## config.mk

```make
export PLATFORM = sky130hd
export DESIGN_NAME = gray_decoder
export DESIGN_NICKNAME = d
export VERILOG_FILES = /design/src/rtl/gray_decoder.sv
export SDC_FILE = /design/constraint.sdc
export NUM_CORES = 1
export LEC_CHECK = 0
export CORE_ASPECT_RATIO = 0.5
export CORE_MARGIN = 5
export CORE_UTILIZATION = 30
export CTS_BUF_LIST = sky130_fd_sc_hd__clkbuf_2
export DETAILED_ROUTE_END_ITERATION = 12
export DONT_BUFFER_PORTS = 1
export SLEW_MARGIN = 0
export SYNTH_ARGS = -nofsm -noshare
export SYNTH_HDL_FRONTEND = slang
export SYNTH_SLANG_ARGS = --single-unit
```

## constraint.sdc

```tcl
create_clock -name Clk -period 2.7 [get_ports Clk]
set_input_delay 0.405 -clock Clk [delete_from_list [all_inputs] [get_ports Clk]]
set_output_delay 0.405 -clock Clk [all_outputs]
set_load 0.01 [all_outputs]
```

## src/rtl/gray_decoder.sv

```systemverilog
// gray_decoder
// Receiving end of a W-bit Gray counter link. Each valid sample is converted
// to binary and checked against the previous accepted value. A hold or a
// single-step advance keeps the block locked, and a step from all-ones to zero
// is counted as a wrap. Any other change is a fault, which lasts until Clr.
//
// Ports:
//   Clk        system clock; all state updates on the rising edge
//   Reset      synchronous, active-low reset (0 = reset)
//   Valid      a Gray sample is present this cycle
//   Gray       Gray-coded count (W bits)
//   Clr        leaves FAULT for UNLOCKED; ignored in other states
//   Bin        registered binary value of the last accepted (or offending) sample
//   Locked     1 while in LOCKED
//   Error      1 while in FAULT
//   Overflow   one-cycle pulse after an accepted all-ones -> zero wrap
//   WrapCount  wraps since lock, saturating at 2^CW-1
//   state_dbg  current FSM state: 0 = UNLOCKED, 1 = LOCKED, 2 = FAULT
//
// Handshake: a sample is taken on any rising edge with Valid=1. There is no
// back-pressure. In FAULT, samples are dropped until Clr returns the block
// to UNLOCKED.
module gray_decoder #(
    parameter int W  = 3,
    parameter int CW = 8
) (
    input  logic          Clk,
    input  logic          Reset,
    input  logic          Valid,
    input  logic [W-1:0]  Gray,
    input  logic          Clr,
    output logic [W-1:0]  Bin,
    output logic          Locked,
    output logic          Error,
    output logic          Overflow,
    output logic [CW-1:0] WrapCount,
    output logic [1:0]    state_dbg
);

    typedef enum logic [1:0] {
        ST_UNLOCKED = 2'd0,
        ST_LOCKED   = 2'd1,
        ST_FAULT    = 2'd2
    } state_t;

    localparam logic [W-1:0]  ALL_ONES = '1;
    localparam logic [CW-1:0] WC_MAX   = '1;

    state_t       state;
    logic [W-1:0] prev;
    logic [W-1:0] conv;

    // Each binary bit is the XOR of all Gray bits at or above it.
    function automatic logic [W-1:0] gray_to_bin(input logic [W-1:0] g);
        logic [W-1:0] b;
        b[W-1] = g[W-1];
        for (int i = W - 2; i >= 0; i--) begin
            b[i] = b[i+1] ^ g[i];
        end
        return b;
    endfunction

    assign conv      = gray_to_bin(Gray);
    assign state_dbg = state;

    always_ff @(posedge Clk) begin
        if (!Reset) begin
            state     <= ST_UNLOCKED;
            prev      <= '0;
            Bin       <= '0;
            Locked    <= 1'b0;
            Error     <= 1'b0;
            Overflow  <= 1'b0;
            WrapCount <= '0;
        end else begin
            Overflow <= 1'b0;
            case (state)
                ST_UNLOCKED: begin
                    // The first sample always locks. No wrap is counted,
                    // even if the sample is zero.
                    if (Valid) begin
                        Bin       <= conv;
                        prev      <= conv;
                        WrapCount <= '0;
                        Locked    <= 1'b1;
                        Error     <= 1'b0;
                        state     <= ST_LOCKED;
                    end
                end
                ST_LOCKED: begin
                    if (Valid) begin
                        if (conv == prev) begin
                            // Upstream counter stalled: nothing changes.
                        end else if (prev == ALL_ONES && conv == '0) begin
                            Bin      <= '0;
                            prev     <= '0;
                            Overflow <= 1'b1;
                            if (WrapCount != WC_MAX) begin
                                WrapCount <= WrapCount + CW'(1);
                            end
                        end else if (conv == prev + W'(1)) begin
                            Bin  <= conv;
                            prev <= conv;
                        end else begin
                            // Show the offending value on Bin so it can be inspected.
                            Bin    <= conv;
                            Locked <= 1'b0;
                            Error  <= 1'b1;
                            state  <= ST_FAULT;
                        end
                    end
                end
                ST_FAULT: begin
                    // Clr wins over Valid. A sample that arrives with Clr is dropped.
                    if (Clr) begin
                        Error <= 1'b0;
                        state <= ST_UNLOCKED;
                    end
                end
                default: begin
                    Locked <= 1'b0;
                    Error  <= 1'b0;
                    state  <= ST_UNLOCKED;
                end
            endcase
        end
    end

endmodule

```

==> flow_metrics.env <==
export IMPL_postCtsSetupBuffers=0
export IMPL_cp_end_kind="flip-flop"
export IMPL_p_leak_nw=0.439
export IMPL_area_delta_synth_final_pct=5.28
export IMPL_core_area_um2=3140
export IMPL_finalHoldViolations=0
export IMPL_synth_largest_area_cell="dfxtp_1"
export IMPL_worst_path_max_fanout=4
export IMPL_drt_iter0_drc=23
export IMPL_hold_path_class="primary input to flip-flop"
export IMPL_dp_hpwl_mm=1.67
export IMPL_synth_compound_area_share_pct=21.4
export IMPL_crit_path_start_kind="flip-flop"
export IMPL_synth_adder_area_share_pct=4.91
export IMPL_slew_headroom_pct=67.5
export IMPL_antenna_found_initial=0
export IMPL_cp_arrival_ns=2.17
export IMPL_synth_top_family_by_area="simple AND/OR/NAND/NOR gates"
export IMPL_wl_mm=2.17
export IMPL_synth_top_area_share_pct=35.4
export IMPL_synth_cell_types=39
export IMPL_highest_layer="met4"
export IMPL_layout_min_cycle_time_ns=1.97
export IMPL_p_per_area_nw_per_um2=487
export IMPL_grt_usage_pct=9.73
export IMPL_worstSetupPathType="flip-flop to flip-flop"
export IMPL_holdBufCountCts=0
export IMPL_diodes=0
export IMPL_drtAntennaViolNets=0
export IMPL_nFillCells=322
export IMPL_io_buffers=0
export IMPL_htree_levels=1
export IMPL_grt_pass1_wl_mm=3.63
export IMPL_postSynth_asyncResetShare_pct=0
export IMPL_synthMuxAreaShare_pct=6.27
export IMPL_ys_ff_latch=18
export IMPL_setup_violations=0
export IMPL_vias_per_cell=5.29
export IMPL_syn_inst=113
export IMPL_hold_end="prev[1]"
export IMPL_regToRegSetupSlack_ns=0.73
export IMPL_grt_max_degree=13
export IMPL_nets=127
export IMPL_overflow=0
export IMPL_max_freq_mhz=508
export IMPL_grt_pass1_vias=730
export IMPL_clockBufferDepth=2
export IMPL_clk_latency_ns=0.31
export IMPL_syn_num_nets=124
export IMPL_r2r_cells=7
export IMPL_cts_made_buffers=3
export IMPL_vias=814
export IMPL_timing_final_crit_share_pct=73.0
export IMPL_max_cap_violations=0
export IMPL_start_util_pct=32.5
export IMPL_wire_per_inst_um=14.1
export IMPL_setup_tns_ns=0
export IMPL_io_pins=23
export IMPL_cts_resized=0
export IMPL_ys_seq_area_share_pct=35.4
export IMPL_clkSinkCount=18
export IMPL_hold_path_depth=2
export IMPL_dieArea_um2=4730
export IMPL_synth_ff_type="dfxtp_1"
export IMPL_drive_gt1_share_pct=10.5
export IMPL_drtPass1Iterations=4
export IMPL_route_met2_wl_um=928
export IMPL_synth_area_per_cell_um2=9.01
export IMPL_wl_met3_um=174
export IMPL_clk_pin_slew_ns=0.17
export IMPL_outcome="completed"
export IMPL_synthSimpleGateAreaFrac_pct=22.2
export IMPL_fp_dieH_um=51.2
export IMPL_gp_congestion=0.852
export IMPL_r2r_start="prev[0]"
export IMPL_peakVddDrop_v=0.0000992
export IMPL_r2r_end="prev[0]"
export IMPL_cts_tree="built"
export IMPL_hold_path_startpoint="Reset"
export IMPL_fin_worst_skew_ns=0.0101
export IMPL_required_ns=2.90
export IMPL_tightest_slew_ns=0.481
export IMPL_synth_edf_count=0
export IMPL_wl_met1_mm=1.06
export IMPL_cts_root_buf="clkbuf_2"
export IMPL_synth_warnings=0
export IMPL_synth_area_leaders="dfxtp_1 35%, ha_1 4.9%, mux2i_1 4.9%, nand2_1 4.1%, nand3_1 3.9%"
export IMPL_syn_cell_area_um2=1020
export IMPL_drc=0
export IMPL_rsz0062_at_grt="false"
export IMPL_die_width_um=92.4
export IMPL_fp_row_count=14
export IMPL_utilization_pct=34.2
export IMPL_synth_xor_area_share_pct=5.77
export IMPL_drv_slew=0
routing by layer:
| metal | up-vias | global-route usage, % |
|---|---|---|
| met3 | 2 | 5.43 |
| met4 | 0 | 2.96 |
| li1 | 414 | - |
| met1 | 380 | 11.9 |
| met5 | - | 0 |
| met2 | 18 | 14.8 |
logic make-up (layout without fill, tap and decap cells):
kind of cell,after synthesis,count (layout)
and+or+nand+nor,41,41
muxes,6,6
adders and majority gates,4,4
xor gates and xnor gates,5,5
AOI/OAI and AO/OA,29,29
buffers and inverters,10,11
DFF,18,18
layout by cell type, fill, tap and decap left out, drive strengths merged, types with 2 or more instances in the layout:
master,n
a31oi,6
and3b,2
nand2b,2
inv,8
mux2i,6
xnor2,4
a21oi,6
ha,4
and3,2
nor2b,2
o21ai,6
clkbuf,3
nand2,12
nand3,8
a311o,2
and2,3
dfxtp,18
nor2,6
where the power goes:
part / switching (mW) / internal (mW) / leakage (nW)
sequential: 0.0237 / 0.280 / 0.147
combinational: 0.0552 / 0.0499 / 0.279
clock: 0.0832 / 0.0303 / 0.0125
total: 0.162 / 0.361 / 0.439
cells in the mapped netlist, types with 3 or more instances:
cell	n
dfxtp_1	18
nand2_1	11
inv_1	8
nand3_1	8
a31oi_1	6
nor2_1	6
a21oi_1	5
mux2i_1	5
ha_1	4
o21ai_1	4
and2_1	3
how the worst max path moves through the flow:
stage               endpoint  depth (start not counted)  slack (ns)    start
floorplan            prev[0]                          7        0.65  Gray[1]
global placement     prev[0]                          7        0.57  Gray[1]
detailed placement   prev[0]                          7        0.54  Gray[1]
CTS                  prev[0]                          7        0.72  prev[0]
global route         prev[1]                          7        0.62  prev[0]
finish               prev[0]                          7        0.73  prev[0]
worst max-delay path, stage by stage (launching register included):
cell and delay, ns:
dfxtp_1 0.39, ha_1 0.22, ha_1 0.28, and2_1 0.12, mux2i_1 0.06, o211a_1 0.26, a311o_2 0.41, mux2i_1 0.12
final cells by class:
cell class / instances / area, µm² / share of cell area, %
clock buffers: 3 / 15.0 / 1.40
inverters: 8 / 30.0 / 2.80
multi-input cells: 85 / 617 / 57.5
flip-flops and latches: 18 / 360 / 33.6
well taps: 40 / 50.0 / 4.67
state kept, by name (all words and copies together), names as in the netlist:
signal	flops
Locked	1
Error	1
prev	3
Overflow	1
state_dbg	1
WrapCount	8
Bin	3
through the flow:
stage	setup slack [ns]	hold WS (ns)	cells	area [µm²]	total power, mW
after floorplan	0.647	0.479	113	1020	0.398
after detailed placement	0.542	0.508	151	1060	0.415
after global routing	0.623	0.208	154	1070	0.553
after global placement	0.565	0.500	151	1060	0.416
after CTS	0.717	0.210	154	1070	0.525
final	0.730	0.206	154	1070	0.523
Note: power is estimated with default switching activity, not from simulation.
